**src/rtl/timer_ctrl_pkg.sv**
```systemverilog
// timer_ctrl_pkg
// Shared definitions for the timer controller: the controller state type,
// the smallest divisor the prescaler can honour and the divisor loaded at
// reset (1 Hz clk_out from a 40 kHz system clock).
package timer_ctrl_pkg;

   typedef enum logic {
      ST_IDLE = 1'b0,
      ST_RUN  = 1'b1
   } state_e;

   // A divisor of 0 or 1 cannot produce a registered one-cycle tick
   // followed by a low cycle, so smaller requests are raised to this.
   localparam int MIN_DIV = 2;

   localparam int DEFAULT_DIV = 20_000;

endpackage

```
**src/rtl/timer_ctrl_prescaler.sv**
```systemverilog
// tick_prescaler
// Free-running cycle counter that wraps at div-1 while enabled.
// Ports:
//   clk   - system clock, rising edge
//   rst_n - asynchronous active-low reset
//   en    - count this cycle
//   clr   - force the counter back to 0 (wins over en)
//   div   - cycles per wrap, assumed >= 2
//   wrap  - high in the cycle the counter sits at div-1 while enabled;
//           the counter returns to 0 on the following edge
module tick_prescaler #(
   parameter int WIDTH = 16
) (
   input  logic             clk,
   input  logic             rst_n,
   input  logic             en,
   input  logic             clr,
   input  logic [WIDTH-1:0] div,
   output logic             wrap
);

   logic [WIDTH-1:0] cnt_q;
   logic [WIDTH-1:0] cnt_d;

   always_comb begin
      wrap  = en && (cnt_q == (div - WIDTH'(1)));
      cnt_d = cnt_q;
      if (clr) begin
         cnt_d = '0;
      end else if (en) begin
         cnt_d = wrap ? '0 : (cnt_q + WIDTH'(1));
      end
   end

   always_ff @(posedge clk or negedge rst_n) begin
      if (!rst_n) begin
         cnt_q <= '0;
      end else begin
         cnt_q <= cnt_d;
      end
   end

endmodule

```
**src/rtl/timer_ctrl.sv**
```systemverilog
// timer_ctrl
// Programmable tick timer. A configuration (divisor, tick count, periodic
// flag) is latched while idle; start then runs for count ticks, one tick
// every div cycles, optionally reloading forever.
// Ports:
//   clk, rst_n           - clock (rising edge), async active-low reset
//   cfg_valid/cfg_ready  - configuration handshake, ready only while idle
//   cfg_div              - clk cycles per tick
//   cfg_count            - ticks per run (0 makes start a no-op)
//   cfg_periodic         - reload and rerun when a run completes
//   start, stop          - run request / abort request
//   tick                 - registered one-cycle pulse per divided period
//   done                 - registered pulse on the final tick of a run
//   busy                 - high while running
//   remaining            - ticks left in the current run
//   clk_out              - toggles on every tick
module timer_ctrl #(
   parameter int WIDTH       = 16,
   parameter int CNT_W       = 8,
   parameter int DEFAULT_DIV = timer_ctrl_pkg::DEFAULT_DIV
) (
   input  logic             clk,
   input  logic             rst_n,
   input  logic             cfg_valid,
   output logic             cfg_ready,
   input  logic [WIDTH-1:0] cfg_div,
   input  logic [CNT_W-1:0] cfg_count,
   input  logic             cfg_periodic,
   input  logic             start,
   input  logic             stop,
   output logic             tick,
   output logic             done,
   output logic             busy,
   output logic [CNT_W-1:0] remaining,
   output logic             clk_out
);

   import timer_ctrl_pkg::*;

   state_e           state_q,     state_d;
   logic [WIDTH-1:0] div_q,       div_d;
   logic [CNT_W-1:0] count_q,     count_d;
   logic             periodic_q,  periodic_d;
   logic [CNT_W-1:0] remaining_q, remaining_d;
   logic             clk_out_q,   clk_out_d;
   logic             tick_q,      tick_d;
   logic             done_q,      done_d;

   logic             cfg_accept;
   logic             pre_en;
   logic             pre_clr;
   logic             wrap;

   // The prescaler is held at 0 whenever idle so a start always begins a
   // full period; a stop also clears it so nothing carries into the next run.
   assign pre_en  = (state_q == ST_RUN);
   assign pre_clr = (state_q == ST_IDLE) || stop;

   tick_prescaler #(
      .WIDTH(WIDTH)
   ) u_prescaler (
      .clk  (clk),
      .rst_n(rst_n),
      .en   (pre_en),
      .clr  (pre_clr),
      .div  (div_q),
      .wrap (wrap)
   );

   assign cfg_ready  = (state_q == ST_IDLE);
   assign cfg_accept = cfg_valid && cfg_ready;

   // Next-state logic. A start in the same cycle as a config accept sees the
   // freshly accepted values through count_d/div_d. The completion action
   // (reload or return to idle) happens in the cycle done is visible; with
   // div >= 2 that cycle can never coincide with another wrap.
   always_comb begin
      state_d     = state_q;
      div_d       = div_q;
      count_d     = count_q;
      periodic_d  = periodic_q;
      remaining_d = remaining_q;
      clk_out_d   = clk_out_q;
      tick_d      = 1'b0;
      done_d      = 1'b0;

      if (cfg_accept) begin
         div_d      = (cfg_div < WIDTH'(MIN_DIV)) ? WIDTH'(MIN_DIV) : cfg_div;
         count_d    = cfg_count;
         periodic_d = cfg_periodic;
      end

      case (state_q)
         ST_IDLE: begin
            if (start && (count_d != '0)) begin
               state_d     = ST_RUN;
               remaining_d = count_d;
            end
         end
         ST_RUN: begin
            if (stop) begin
               state_d = ST_IDLE;
            end else begin
               if (done_q) begin
                  if (periodic_q) begin
                     remaining_d = count_q;
                  end else begin
                     state_d = ST_IDLE;
                  end
               end
               if (wrap) begin
                  tick_d      = 1'b1;
                  done_d      = (remaining_q == CNT_W'(1));
                  remaining_d = remaining_q - CNT_W'(1);
                  clk_out_d   = ~clk_out_q;
               end
            end
         end
         default: begin
            state_d = ST_IDLE;
         end
      endcase
   end

   // State and configuration registers; reset leaves a 1 Hz free-running
   // configuration latched so a bare start produces the default clk_out.
   always_ff @(posedge clk or negedge rst_n) begin
      if (!rst_n) begin
         state_q     <= ST_IDLE;
         div_q       <= WIDTH'(DEFAULT_DIV);
         count_q     <= CNT_W'(1);
         periodic_q  <= 1'b1;
         remaining_q <= '0;
         clk_out_q   <= 1'b0;
         tick_q      <= 1'b0;
         done_q      <= 1'b0;
      end else begin
         state_q     <= state_d;
         div_q       <= div_d;
         count_q     <= count_d;
         periodic_q  <= periodic_d;
         remaining_q <= remaining_d;
         clk_out_q   <= clk_out_d;
         tick_q      <= tick_d;
         done_q      <= done_d;
      end
   end

   assign busy      = (state_q == ST_RUN);
   assign tick      = tick_q;
   assign done      = done_q;
   assign remaining = remaining_q;
   assign clk_out   = clk_out_q;

endmodule

```
**config.mk**
```make
export PLATFORM = sky130hd
export DESIGN_NAME = timer_ctrl
export DESIGN_NICKNAME = d
export VERILOG_FILES = /design/src/rtl/timer_ctrl_pkg.sv /design/src/rtl/timer_ctrl_prescaler.sv /design/src/rtl/timer_ctrl.sv
export SDC_FILE = /design/constraint.sdc
export NUM_CORES = 1
export LEC_CHECK = 0
export ABC_AREA = 1
export BUFFER_PORTS_ARGS = -buffer_cell sky130_fd_sc_hd__buf_4
export CAP_MARGIN = 20
export CORE_UTILIZATION = 51
export DETAILED_ROUTE_END_ITERATION = 16
export HOLD_SLACK_MARGIN = 0.08
export PLACE_DENSITY = 0.73
export RECOVER_POWER = 100
export SYNTH_ARGS = -nofsm -noshare
export SYNTH_HDL_FRONTEND = slang
export SYNTH_SLANG_ARGS = --single-unit
```
**constraint.sdc**
```tcl
create_clock -name clk -period 2 [get_ports clk]
set_input_delay 0.4 -clock clk [delete_from_list [all_inputs] [get_ports clk]]
set_output_delay 0.4 -clock clk [all_outputs]
set_load 0.01 [all_outputs]
```
==> results.ini, run 1 <==
[global_route]
grt_use_met1_pct = 34.97
grt.overflow.total = 0
grt_antenna_before_repair = 0
grt_pass1_wl_um = 13680
grt_pass1_vias = 2964
grt_max_degree = 54
met2_usage_pct = 37.33
grt_usage_pct = 24.28
grt_util_met3_pct = 3.678
grt_busiest_layer = met2

[logic_synthesis]
synth_xor_area_share_pct = 5.985
syn_area_per_cell_sq_um = 7.086
synthSimpleGateAreaFrac_pct = 40.67
synth_warnings = 0
syn_nets = 509
synth-seq-cells = 53
synth_top_family_by_area = simple AND/OR/NAND/NOR gates
muxShareOfSynthArea_pct = 0
synth_cell_types = 38
syn_inst = 475
synth-seq-area-share_pct = 39.67
synth_compound_area_share_pct = 4.238
synthAdderAreaFrac_pct = 1.487
syn_area_sq_mm = 0.003366

[clock_network]
cts.sinks = 53
cts_tree = built
insertion_delay_ns = 0.31
numCtsBuffers = 5
root_buffer = clkbuf_8
clk_path_buf_depth = 2
h-tree-depth = 2
clkTransAtPathRegs_ns = 0.10

[worst_setup_path]
crit_fanout = 14
rrSetupSlack_ns = -0.01
crit_type = reg2reg
startpoint = div_q[2]
cp-endpoint = remaining[0]
r2r_start = div_q[2]
timing.rr.end = remaining[0]
critical_path.startpoint_type = flip-flop
rr_worst_depth = 13
crit_path_end_kind = flip-flop
crit_required_ns = 2.21
arrival_ns = 2.22

[final_layout]
fin_nets = 571
multi_input_area_sq_mm = 0.001907
final-seq-area_sq_mm = 0.001341
final_area_sq_mm = 0.004164
area_delta_synth_final_pct = 23.72
nFillCells = 563
drive_gt1_share_pct = 24.35
instances_no_fill = 615
final_core_util_pct = 65.58
n_antenna_cell = 0

[die]
dieArea_sq_mm = 0.006928
pin_count = 43
num_rows = 29
fp.dieW_um = 83.24
die_h_um = 83.24
core-area_sq_mm = 0.006350
initial_core_util_pct = 53.00

[power]
clock_power_share_pct = 20.6
swShare_pct = 38.83
power.leakage_nw = 2.064
sequentialPowerShare_pct = 41.6
powerDensity_mw_per_mm2 = 886.6
power_switching_w = 0.001433
combPwrFrac_pct = 37.8
peakVddDrop_mv = 0.5661
power.internal_w = 0.002258

[placement]
portBuffers = 42
gp_congestion = 0.8802
postPlaceCellArea_sq_mm = 0.003891
pre_cts_slack_ns = -0.07457
place_inst = 602
place_hpwl_um = 6009

[min_path]
hold_class = in2reg

[drt]
vias_per_cell = 5.189
drc = 0
ant_nets = 0
drt-initial-drc-count = 210
drt_wl_total_um = 8235
first_pass_iters = 5
wl_per_cell_um = 13.39
num_vias = 3191

[timing]
slew_headroom_pct = 11.71
hold_violations = 0
tightest_slew_ns = 1.324
min_period_ns = 2.012
slew_violations = 0
min_period_over_period_pct = 100.6
max_freq_mhz = 497.1
finalSetupViolCount = 3
clock_skew_ns = 0.006962
rsz0062_at_grt = true
finalWorstSetupSlack_ns = -0.01171

[run_status]
violations = setup timing
status = finished, violations left

[flow_run]
maxCapViolations = 0

[critical path, cell delays in order (launching register included)]
cell	delay [ns]
dfrtp_2	0.49
nor2_4	0.19
nand2_4	0.08
nor2_4	0.15
nand3_1	0.10
nand2_1	0.09
nand3_2	0.08
nor2_4	0.12
buf_4	0.22
nand3_1	0.15
nand3_2	0.10
nand2_1	0.05
nand2_1	0.05
nand2_1	0.04
[cell usage in the layout, fill, tap and decap left out, types with 2 or more instances in the layout]
| cell type | instances |
|---|---|
| a21oi_1 | 9 |
| buf_12 | 3 |
| buf_4 | 46 |
| buf_6 | 2 |
| clkbuf_1 | 12 |
| clkbuf_2 | 2 |
| clkbuf_8 | 6 |
| dfrtp_1 | 41 |
| dfrtp_2 | 5 |
| dfstp_2 | 7 |
| ha_1 | 3 |
| inv_1 | 46 |
| inv_2 | 8 |
| nand2_1 | 149 |
| nand2_2 | 10 |
| nand2_4 | 3 |
| nand2_8 | 2 |
| nand3_1 | 35 |
| nand3_2 | 5 |
| nand4_1 | 3 |
| nor2_1 | 57 |
| nor2_2 | 9 |
| nor2_4 | 9 |
| nor3_1 | 4 |
| nor3b_2 | 3 |
| nor4_1 | 4 |
| o21ai_0 | 12 |
| o21ai_1 | 3 |
| or2_2 | 2 |
| xnor2_1 | 11 |
| xor2_1 | 12 |
[area by class of cell]
| type | count | area share [%] |
|---|---|---|
| Clock inverter | 1 | 0.7212 |
| Inverter | 56 | 5.379 |
| Clock buffer | 7 | 2.073 |
| Multi-Input combinational cell | 357 | 45.79 |
| Sequential cell | 53 | 32.21 |
| Tap cell | 77 | 2.314 |
| Timing Repair Buffer | 64 | 11.51 |
[worst min path at each step]
stage                 start                    to  slack, ns  depth (start not counted)
2_1_floorplan         rst_n                  busy       0.10                          0
3_5_place_dp     periodic_q            periodic_q       0.47                          2
5_1_grt         cfg_div[11]             div_q[11]       0.30                          3
3_3_place_gp     periodic_q            periodic_q       0.47                          2
4_1_cts               rst_n  u_prescaler.cnt_q[2]       0.14                          1
6_report       cfg_periodic            periodic_q       0.28                          3
[power groups by stage]
stage	logic [W]	clock network (W)	registers (W)
final	0.00140	0.000760	0.00154
after global routing	0.00157	0.000823	0.00156
after detailed placement	0.00133	0	0.00153
after floorplan	0.000865	0	0.00151
after CTS	0.00135	0.000782	0.00151
after global placement	0.00131	0	0.00152
[metrics by stage]
stage	hold slack, ns	TNS [ns]	power, W
finish	0.2806	-0.02122	0.003692
global route	0.3010	-2.850	0.003961
CTS	0.1437	0	0.003643
detailed placement	0.4733	-0.5099	0.002862
global placement	0.4729	-0.02722	0.002824
floorplan	0.1044	0	0.002372
[state kept, by name (all words and copies together), names as in the netlist]
register	flops
div_q	16
u_prescaler.cnt_q	16
count_q	8
remaining	8
busy	1
clk_out	1
done	1
periodic_q	1
tick	1
[layer usage]
| metal | wire (um) | part of all wire [%] | up-vias |
|---|---|---|---|
| met5 | 0 | 0 | - |
| met4 | 215 | 2.6 | 0 |
| met3 | 452 | 5.5 | 25 |
| met2 | 3655 | 44 | 121 |
| met1 | 3912 | 48 | 1438 |
| li1 | - | - | 1607 |
[synthesized netlist by cell type (all sizes together)]
cell	instances	area [sq um]
o21bai	1	7.510
a21o	1	7.510
nand4	3	18.77
xnor2	11	96.34
nand2	164	655.6
o21ai	15	75.07
nor3	5	30.03
or2	3	18.77
nand3	41	227.7
clkinv	2	13.76
a22oi	1	7.510
ha	4	50.05
nor2	75	336.6
nor4	6	37.54
dfstp	7	183.9
and3	1	6.260
nor3b	4	30.03
dfrtp	46	1151
inv	54	202.7
nand3b	1	7.510
clkbuf	3	11.26
a21oi	9	45.04
buf	6	40.03
xor2	12	105.1
[cells by family after synthesis]
kind of cell	count (synthesis)
AOI/OAI and AO/OA	27
xor gates and xnor gates	23
adders and majority gates	4
buffers and inverters	65
DFF	53
and+or+nand+nor	303
[what timing repair did]
action                     in CTS  in global routing
gates resized for setup         4                 40
hold endpoints to repair        0                  0
pin swaps                       0                 17
hold buffers                    0                  0
buffers inserted                0                  5
setup endpoints to repair      12                 26
Note: power is estimated with default switching activity, not from simulation.
==> run 2, diff against run 1 <==
--- a/config.mk
+++ b/config.mk
@@ -5,13 +5,12 @@
 export SDC_FILE = /design/constraint.sdc
 export NUM_CORES = 1
 export LEC_CHECK = 0
-export ABC_AREA = 1
 export BUFFER_PORTS_ARGS = -buffer_cell sky130_fd_sc_hd__buf_4
 export CAP_MARGIN = 20
 export CORE_UTILIZATION = 51
 export DETAILED_ROUTE_END_ITERATION = 16
 export HOLD_SLACK_MARGIN = 0.08
-export PLACE_DENSITY = 0.73
+export PLACE_DENSITY = 0.74
 export RECOVER_POWER = 100
 export SYNTH_ARGS = -nofsm -noshare
 export SYNTH_HDL_FRONTEND = slang
==> results.ini, run 2 <==
[logic_synthesis]
async_flop_share_pct = 100.0
yosysMostFrequentCell = dfrtp_1
synth_top_cells_by_count = dfrtp_1 (46), nor2_1 (30), mux2_2 (27), xnor2_1 (25), xor2_1 (17)
synth_top_area_cell = dfrtp_1
yosys_most_used_dff = dfrtp_1
synth-seq-area-share_pct = 42.71
syn_area_per_cell_sq_um = 10.49
synth-seq-cells = 53
synth_warnings = 0
syn_inst = 298
syn_area_sq_mm = 0.003125
syn_nets = 332
synth_edf_count = 0
synth_area_leaders = dfrtp_1 (37%), mux2_2 (9.7%), xnor2_1 (7.0%)
synthDominantCellAreaShare_pct = 36.83
synth_cell_types = 47

[worst_setup_path]
critical_path.startpoint_type = flip-flop
critPathSlowestCell = or4b_4
crit_fanout = 8
crit_type = reg2reg
crit_chain = inv_2 -> ha_4 -> or4b_4 -> o41ai_4 -> nand4_2 -> buf_6 -> a2111o_1 -> a31o_4 -> a221o_1
crit_path_end_kind = flip-flop
crit_required_ns = 2.19
rr_worst_depth = 9
arrival_ns = 3.12
slowest_delay_ns = 0.51

[placement]
place_hpwl_um = 5976
postPlaceCellArea_sq_mm = 0.003969
gp_congestion = 0.8310
pre_cts_slack_ns = -0.9094
portBuffers = 42

[die]
num_rows = 28
pin_count = 43
initial_core_util_pct = 52.79
die_h_um = 80.29
dieArea_sq_mm = 0.006446
fp.dieW_um = 80.29
core-area_sq_mm = 0.005921

[clock_network]
h-tree-depth = 2
cts_tree = built
insertion_delay_ns = 0.30
clkTransAtPathRegs_ns = 0.10
clk_path_buf_depth = 2
numCtsBuffers = 5
cts.sinks = 53
root_buffer = clkbuf_8

[global_route]
grt_antenna_before_repair = 0
grt_max_degree = 54
grt.overflow.total = 0
grt_usage_pct = 25.81
grt_pass1_wl_um = 12760
grt_pass1_vias = 2725

[timing]
hold_violations = 0
finalSetupViolCount = 27
min_period_ns = 2.930
slew_violations = 0
slew_headroom_pct = 10.81
clock_skew_ns = 0.007921
tightest_slew_ns = 1.338
timing.setup.tns_ns = -19.52
max_freq_mhz = 341.3
min_period_over_period_pct = 146.5
finalWorstSetupSlack_ns = -0.9304
rsz0062_at_grt = true

[run_status]
violations = setup timing
status = finished, violations left

[drt]
drt-initial-drc-count = 109
drt_wl_total_um = 7866
ant_nets = 0
wl_per_cell_um = 16.74
num_vias = 2663
drc = 0
first_pass_iters = 4
vias_per_cell = 5.666

[flow_run]
maxCapViolations = 0

[final_layout]
final_area_sq_mm = 0.004131
area_delta_synth_final_pct = 32.19
final_core_util_pct = 69.78
final_cell_mix = buf_4 (77), dfrtp_1 (46), nor2_1 (29)
nFillCells = 461
n_antenna_cell = 0
drive_gt1_share_pct = 38.23
final_common_cell = buf_4
largestRegisters = div_q (16), u_prescaler.cnt_q (16)
fin_nets = 428

[min_path]
hold_class = in2reg
whs_path_depth = 3

[power]
peakVddDrop_mv = 0.5115
power.leakage_nw = 1.770
p_total_w = 0.003546
powerDensity_mw_per_mm2 = 858.2

-- run 2: cells by family (layout without fill, tap and decap cells) --
logic type,after synthesis,in the layout,synth area share [%]
compound gates,35,35,11.05
mux,35,35,12.29
fa+ha+maj,4,4,1.601
flops,53,53,42.71
xor+xnor,42,42,11.77
simple gates,111,111,18.29
buf+inv,18,115,2.282
-- run 2: path summary, 6_finish.rpt --
kind | slack [ns] | endpoint | startpoint
hold reg to reg | 0.49 | clk_out | clk_out
hold / removal | 0.33 | count_q[1] | cfg_count[1]
max in group asynchronous | 0.81 | div_q[1] | rst_n
setup / recovery | -0.93 | remaining[3] | div_q[0]
min in group asynchronous | 0.38 | u_prescaler.cnt_q[9] | rst_n
setup reg to reg | -0.93 | remaining[3] | div_q[0]
-- run 2: per-layer routing --
| layer | vias to the layer above | track usage (%) | share of wire (%) |
|---|---|---|---|
| met4 | 0 | 7.321 | 1.9 |
| li1 | 1276 | - | - |
| met5 | - | 0 | 0 |
| met1 | 1316 | 32.01 | 44 |
| met3 | 15 | 4.205 | 2.7 |
| met2 | 56 | 45.98 | 52 |
-- run 2: repair_timing --
action,CTS,global route
hold endpoints to repair,0,0
resized for setup,10,6
endpoints found under the setup margin,27,27
buffers inserted,2,1
hold buffers,0,0
pin swaps,4,5
gates cloned,1,0
-- run 2: stage by stage --
step                instances  hold WS [ns]
finish                    470        0.3265
global route              470        0.3224
CTS                       469        0.1537
detailed placement        458        0.4648
global placement          458        0.4564
floorplan                 298        0.1044
-- run 2: worst max-delay path, delay by kind of cell, from the launching register on --
family / cells / cell delay [ns]
AOI/OAI and AO/OA: 4 / 1.34
DFF: 1 / 0.41
and+or+nand+nor: 2 / 0.71
adders and majority gates: 1 / 0.12
buffers and inverters: 2 / 0.23
-- run 2: layout make-up --
cell class,instances,area (sq um),share of cell area [%]
Multi-Input combinational cell,227,1834,44.40
Sequential cell,53,1335,32.31
Timing Repair Buffer,99,737.0,17.84
Clock buffer,7,96.34,2.332
Tap cell,75,93.84,2.271
Inverter,8,30.03,0.7268
Clock inverter,1,5.005,0.1211
-- run 2: power breakdown --
group | switching (W) | leakage (nW) | total [W] | internal [W]
clock | 0.000346 | 0.0542 | 0.000660 | 0.000314
sequential | 0.000209 | 0.659 | 0.00149 | 0.00128
combinational | 0.000685 | 1.06 | 0.00139 | 0.000709
total | 0.00124 | 1.77 | 0.00355 | 0.00231
